### config.mk
export PLATFORM = sky130hd
export DESIGN_NAME = onchip_memory_arbiter
export DESIGN_NICKNAME = d
export VERILOG_FILES = /design/src/rtl/onchip_memory_arbiter.sv
export SDC_FILE = /design/constraint.sdc
export NUM_CORES = 1
export LEC_CHECK = 0
export BUFFER_PORTS_ARGS = -buffer_cell sky130_fd_sc_hd__buf_2
export CELL_PAD_IN_SITES_DETAIL_PLACEMENT = 2
export CELL_PAD_IN_SITES_GLOBAL_PLACEMENT = 2
export CORE_UTILIZATION = 13
export DETAILED_ROUTE_END_ITERATION = 6
export GPL_TIMING_DRIVEN = 0
export PLACE_DENSITY_LB_ADDON = 0.25
export RECOVER_POWER = 50
export SLEW_MARGIN = 0
export SYNTH_ARGS = -nofsm -noshare
export SYNTH_HDL_FRONTEND = slang
export SYNTH_SLANG_ARGS = --single-unit
### constraint.sdc
create_clock -name clk -period 2.24 [get_ports clk]
set_input_delay 0.112 -clock clk [delete_from_list [all_inputs] [get_ports clk]]
set_output_delay 0.112 -clock clk [all_outputs]
set_load 0.05 [all_outputs]
### src/rtl/onchip_memory_arbiter.sv
// Two-master round-robin arbiter with bounded hold in front of a single-port,
// 1-cycle-read on-chip RAM (Avalon-MM style waitrequest/readdatavalid handshake).
module onchip_memory_arbiter #(
  parameter int unsigned ADDR_WIDTH = 12,
  parameter int unsigned DATA_WIDTH = 32,
  parameter int unsigned BE_WIDTH   = 4,
  parameter int unsigned HOLD_MAX   = 4
) (
  input  logic                  clk,
  input  logic                  reset,
  input  logic [ADDR_WIDTH-1:0] m0_address,
  input  logic [BE_WIDTH-1:0]   m0_byteenable,
  input  logic                  m0_read,
  input  logic                  m0_write,
  input  logic [DATA_WIDTH-1:0] m0_writedata,
  output logic                  m0_waitrequest,
  output logic [DATA_WIDTH-1:0] m0_readdata,
  output logic                  m0_readdatavalid,
  input  logic [ADDR_WIDTH-1:0] m1_address,
  input  logic [BE_WIDTH-1:0]   m1_byteenable,
  input  logic                  m1_read,
  input  logic                  m1_write,
  input  logic [DATA_WIDTH-1:0] m1_writedata,
  output logic                  m1_waitrequest,
  output logic [DATA_WIDTH-1:0] m1_readdata,
  output logic                  m1_readdatavalid,
  output logic [ADDR_WIDTH-1:0] mem_address,
  output logic [BE_WIDTH-1:0]   mem_byteenable,
  output logic                  mem_chipselect,
  output logic                  mem_write,
  output logic [DATA_WIDTH-1:0] mem_writedata,
  output logic                  mem_clken,
  input  logic [DATA_WIDTH-1:0] mem_readdata
);

  localparam int unsigned CNT_W = (HOLD_MAX > 1) ? $clog2(HOLD_MAX) : 1;
  localparam logic [CNT_W-1:0] CNT_LAST = CNT_W'(HOLD_MAX - 1);

  typedef enum logic [1:0] {IDLE, OWN0, OWN1} state_t;

  state_t           state_q, state_d;
  logic             last_grant_q, last_grant_d;
  logic [CNT_W-1:0] hold_cnt_q, hold_cnt_d;
  logic             pend0_q, pend0_d, pend1_q, pend1_d;
  logic             req0, req1, grant0, grant1;

  // Requests are masked during reset so the bus looks idle while it is held.
  always_comb begin
    req0         = (m0_read | m0_write) & ~reset;
    req1         = (m1_read | m1_write) & ~reset;
    grant0       = 1'b0;
    grant1       = 1'b0;
    state_d      = state_q;
    last_grant_d = last_grant_q;
    hold_cnt_d   = hold_cnt_q;

    if (req0 && req1) begin
      case (state_q)
        OWN0:    if (hold_cnt_q < CNT_LAST) grant0 = 1'b1; else grant1 = 1'b1;
        OWN1:    if (hold_cnt_q < CNT_LAST) grant1 = 1'b1; else grant0 = 1'b1;
        default: if (last_grant_q) grant0 = 1'b1; else grant1 = 1'b1;
      endcase
    end else begin
      grant0 = req0;
      grant1 = req1;
    end

    if (grant0) begin
      if (state_q == OWN0) begin
        hold_cnt_d = (hold_cnt_q == CNT_LAST) ? hold_cnt_q : hold_cnt_q + CNT_W'(1);
      end else begin
        state_d      = OWN0;
        hold_cnt_d   = '0;
        last_grant_d = 1'b0;
      end
    end else if (grant1) begin
      if (state_q == OWN1) begin
        hold_cnt_d = (hold_cnt_q == CNT_LAST) ? hold_cnt_q : hold_cnt_q + CNT_W'(1);
      end else begin
        state_d      = OWN1;
        hold_cnt_d   = '0;
        last_grant_d = 1'b1;
      end
    end else begin
      state_d    = IDLE;
      hold_cnt_d = '0;
    end

    // Read+write together is a write, so only a pure read leaves a response pending.
    pend0_d = grant0 & m0_read & ~m0_write;
    pend1_d = grant1 & m1_read & ~m1_write;
  end

  always_ff @(posedge clk) begin
    if (reset) begin
      state_q      <= IDLE;
      last_grant_q <= 1'b1;
      hold_cnt_q   <= '0;
      pend0_q      <= 1'b0;
      pend1_q      <= 1'b0;
    end else begin
      state_q      <= state_d;
      last_grant_q <= last_grant_d;
      hold_cnt_q   <= hold_cnt_d;
      pend0_q      <= pend0_d;
      pend1_q      <= pend1_d;
    end
  end

  // Memory-side mux: the granted master drives the RAM in the accept cycle.
  always_comb begin
    mem_chipselect = grant0 | grant1;
    mem_write      = (grant0 & m0_write) | (grant1 & m1_write);
    mem_address    = grant1 ? m1_address    : m0_address;
    mem_byteenable = grant1 ? m1_byteenable : m0_byteenable;
    mem_writedata  = grant1 ? m1_writedata  : m0_writedata;
  end

  assign mem_clken        = 1'b1;
  assign m0_waitrequest   = req0 & ~grant0;
  assign m1_waitrequest   = req1 & ~grant1;
  assign m0_readdatavalid = pend0_q & ~reset;
  assign m1_readdatavalid = pend1_q & ~reset;
  assign m0_readdata      = mem_readdata;
  assign m1_readdata      = mem_readdata;

endmodule

* Word-level counts from Yosys, hierarchy flattened
Cells that the tools add are included.
** Storage, ports and cells
- ROM bits :: 0
- Input bits :: 134
- Bits in writable memories :: 0
- Logic and storage cells :: 62
- Output and inout port bits :: 119
- Bits in latches :: 0
- Memories kept :: 0
- Bits in registers :: 7
** Operators by class
- Multiplexer cells :: 24
- Multiply operators :: 0
- Order comparisons :: 1
- Reductions and logical operators :: 4
- Equality and inequality tests :: 6
- Add/sub/neg operators :: 1
- Shifts and indexed selects :: 0
- Bitwise gates (word level) :: 21
- Div/mod/pow operators :: 0
** Operators with widths (count)
- $mux W32 :: 1
- $mux W2 :: 9
- $and A1 B1 Y1 :: 12
- $mux W12 :: 1
- $mux W1 :: 10
- $not A1 Y1 :: 5
- $eq A2 B2 Y1 const B :: 2
- $mux W4 :: 1
- $ne A2 B2 Y1 const B :: 2
- $or A1 B1 Y1 :: 4
- $pmux W1 S2 :: 2
- $ne A3 B3 Y1 const B :: 1
- $reduce_and A3 Y1 :: 1
- $add A2 B1 Y2 const B :: 1
- $eq A2 B1 Y1 const B :: 1
- $lt A2 B2 Y1 const B :: 1
- $reduce_and A2 Y1 :: 1
- $reduce_bool A2 Y1 :: 1
- $logic_and A1 B1 Y1 :: 1

* Longest topological paths before layout
- Depth after elaboration :: 6
- Mapped depth :: 8

* Least setup slack after synthesis
OpenSTA, ideal clock, no wires.
- Path type :: register to output
- From :: register state_q[0]
- To :: output port m0_waitrequest
- Arrival :: 2.374 ns
- Buffers on the path :: 0
- Stages on the path, launching flop included :: 6
- Path slack :: -0.246 ns
- Cells stage by stage :: dfxtp_1 inv_1 ha_1 nor4bb_1 o31ai_1 nor3_1
** Between the ends
- Longest elaborated chain between the ends :: 5
- Elaborated cells between the ends (all ways) :: 6
** Ends and longest elaborated chain
- start: declaration :: RTL line 41 : state_t state_q, state_d;
- start signal: assignment :: RTL line 102 : state_q <= state_d;
- $eq A2 B2 Y1 / $eq A2 B1 Y1 (equally long branches) :: RTL line 58 : case (state_q)
- $pmux W1 S2 (*) :: RTL line 58
- $mux W1 (*) :: RTL line 57 : if (req0 && req1) begin
- $not A1 Y1 (*) :: RTL line 120 : assign m0_waitrequest = req0 & ~grant0;
- $and A1 B1 Y1 (*) :: RTL line 120
- end: declaration :: RTL line 16 : output logic m0_waitrequest,
Mark *: on every way between the ends. The rest lies on a longest branch, timed or not.

* Final worst setup path
- From :: register state_q[0]
- To :: output port mem_writedata[21]
** Between the ends
- Longest elaborated chain between the ends :: 4
- Elaborated cells between the ends (all ways) :: 5
** Ends and longest elaborated chain
- $eq A2 B2 Y1 / $eq A2 B1 Y1 (equally long branches) :: RTL line 58
- $pmux W1 S2 (*) :: RTL line 58
- $mux W1 (*) :: RTL line 57
- $mux W32 (*) :: RTL line 116 : mem_writedata = grant1 ? m1_writedata : m0_writedata;
- end: declaration :: RTL line 31 : output logic [DATA_WIDTH-1:0] mem_writedata,
Marked as above.

==> metrics.md <==
| Metric | Value |
|---|---|
| Iteration-0 DRC Markers | `41` |
| Starting Density | `13.5%` |
| Sequential cell area | `145 um2` |
| CTS sink count | `7` |
| Initial antenna violation count | `1` |
| Routed length per placed instance | `16.6 um` |
| First-pass GRT wire length | `13000 um` |
| Clk pin slew, worst setup/hold paths | `0.04 ns` |
| Count leader, synth | `buf_4` |
| Inst Count DP | `564` |
| Netlist cell types | `39` |
| Die Width | `115 um` |
| Drc violations | `0` |
| Post-synth EDFFs | `0` |
| Highest clock rate | `430 MHz` |
| Largest net degree at the start of global routing | `11` |
| Clock share of power | `13.5%` |
| Ys Warns | `0` |
| Via density | `3.68` |
| WP data required | `2.13 ns` |
| Slack of the critical path | `-0.0866 ns` |
| Via count | `2137` |
| CP peak stage delay | `0.33 ns` |
| Internal power | `0.00115 W` |
| Clock skew | `0.00179 ns` |
| Multi-input logic area | `1030 um2` |
| Dominant synthesized flop cell | `dfxtp_1` |
| Sw Ratio | `50.2%` |
| Layout cells sized above 1 | `79.4%` |
| Max-slew violations | `0` |
| Metal1 wirelength | `3410 um` |
| Tightest Hold Check Type | `in -> reg` |
| Root Driver | `clkbuf_16` |
| Seq/Total Area, Yosys | `8.47%` |
| Total Wirelength | `9640 um` |
| Vias in the first global route | `2208` |
| Max-cap viol count | `0` |
| Final min period | `2.33 ns` |
| Met3 WL | `741 um` |
| Largest delay share family, worst path | `buffers and inverters` |
| Row Count | `40` |
| Rel. slew slack | `59.8%` |
| Psw | `0.00116 W` |
| Crit path DAT | `2.21 ns` |
| Slowest cell on the critical path | `dfxtp_2` |
| Period utilization | `104%` |
| Die area | `13200 um2` |
| WL met2 | `5460 um` |
| Clk_lat worst skew | `0.23 ns` |
| Remaining global-route overflow | `0` |
| Place WS | `-0.330 ns` |
| Final Setup Violations | `46` |
| Nets@finish | `551` |
| VDD IR max | `337 uV` |
| Synth top area cells | `buf_4, mux2_2, mux2_4` |
| Routability congestion estimate | `0.711` |
| Tot Pwr | `0.00231 W` |
| CTS tree | `done` |
| Synthesized flop and latch total | `7` |
| Post-synth top cells | `buf_4, mux2_2, mux2_4` |
| RSZ-0062 raised after global routing | `yes` |
| Sequential power share | `6.8%` |
| Post-Syn Area | `1650 um2` |
| Final hold vios | `0` |
| Crit-path max FO | `8` |
| Fillcell total | `1434` |
| Slew @ Worst Pin | `0.606 ns` |
| Mapped Nets | `315` |
| PwrDens | `643 nW/um2` |
| Mapped Cells | `177` |
| Violated checks | `setup timing` |
| N_diodes | `0` |
| Core region area | `12200 um2` |
| CTS buffer count | `3` |
| Status | `finished with violations` |
| Post-route insts no fill | `580` |
| Comb pwr share | `79.8%` |
| CTS Hold Bufs | `0` |
| Remaining antenna violation count | `0` |
| Max Used Layer | `met5` |
| DR pass1 iterations | `3` |
| Half-perimeter wire length after placement | `8130 um` |
| Worst-path cell chain | `inv_2 -> ha_4 -> a211o_1 -> a31oi_4 -> nor2_4 -> buf_12 -> buf_12 -> mux2_4 -> buf_8` |
| Final setup TNS | `-2.34 ns` |
| Total leakage power | `1.80 nW` |
| I/O Buffers | `219` |
| Post-synth top area cell | `buf_4` |
| Yosys top cell area share | `29.5%` |
| Io pins | `253` |
| H-tree Lvls | `1` |
| CTS max path bufs | `2` |
| Ys async rst share | `0%` |
| Util after Layout | `29.4%` |
| CP dominant cell by count | `buf_12` |
| Startpoint Class | `flip-flop` |
| All-Layer GR Usage | `12.9%` |
| Worst Path Buf+Inv | `4` |
| Mapped Avg Cell Area | `9.35 um2` |
| CP Class | `reg -> out` |
| Height of the chip | `115 um` |
| Worst Setup End Kind | `primary output` |
| P&R area growth vs syn | `117%` |
## cell families (layout without fill, tap and decap cells)
family	Yosys count	in the layout	synth area share (%)
flip-flops	7	7	8.47
other	1	1	0.227
buffers and inverters	75	310	33.3
AND/OR/NAND/NOR	24	24	8.40
adder cells (fa/ha/maj)	4	4	3.03
AO/OA/AOI/OAI	18	18	9.38
multiplexers	48	48	37.2
## metrics by stage
| step | cell area [um2] | hold WS (ns) |
|---|---|---|
| global placement | 2970 | 0.359 |
| finish | 3600 | 0.114 |
| detailed placement | 2970 | 0.359 |
| global route | 3600 | 0.138 |
| CTS | 3570 | 0.113 |
| floorplan | 1660 | 0.189 |
## per-layer routing
layer | vias up | global-route usage, %
met5 | - | 0
met4 | 2 | 1.30
met3 | 6 | 3.16
met2 | 97 | 26.3
met1 | 1005 | 13.7
li1 | 1027 | -
## registers in the layout (all words and copies together), names as in the netlist
name	count
hold_cnt_q	2
state_q	2
last_grant_q	1
pend1_q	1
pend0_q	1
## cells in the final DEF, fill, tap and decap left out, types with 2 or more instances in the layout
cell type / Yosys / layout
buf_2: 2 / 130
buf_4: 65 / 73
buf_6: 3 / 46
clkbuf_1: 1 / 40
mux2_2: 28 / 27
mux2_4: 20 / 21
buf_8: 0 / 6
nor2_1: 5 / 5
buf_12: 0 / 5
dfxtp_1: 7 / 5
nor2b_1: 4 / 4
inv_1: 4 / 3
nand2_1: 3 / 3
o22ai_1: 3 / 3
clkbuf_16: 0 / 3
and3_1: 2 / 2
ha_4: 0 / 2
ha_1: 4 / 2
buf_16: 0 / 2
## repair_timing
item                                    CTS  global route
setup buffers                             7             3
resized for setup                       119            16
cloned                                    2             0
pin swaps                                 4             4
hold endpoints to repair                  0             0
endpoints found under the setup margin   55            51
## area by class of cell
type,instances,area share [%]
inverter,4,0.418
sequential,7,4.04
tap,168,5.85
clock buffer,4,2.19
timing repair buffer,231,42.8
multi-input combinational,95,28.7
buffer,71,16.1
## power groups by stage
stage                     Sequential (W)  Clock [W]  Combinational, W
after floorplan                 0.000151          0           0.00116
after global placement          0.000154          0           0.00149
after detailed placement        0.000155          0           0.00150
after CTS                       0.000156   0.000317           0.00182
after global routing            0.000159   0.000328           0.00192
final                           0.000157   0.000312           0.00185
## worst paths after layout
kind	start	to	slack, ns	cells past startpoint
max	state_q[0]$_SDFFE_PP0P_	mem_writedata[21]	-0.09	9
min	m1_write	pend1_q$_SDFF_PP0_	0.11	2
max reg2reg	state_q[1]$_SDFFE_PP0P_	state_q[1]$_SDFFE_PP0P_	0.22	6
min reg2reg	state_q[1]$_SDFFE_PP0P_	state_q[1]$_SDFFE_PP0P_	0.52	1
(Power assumes the default switching activity.)
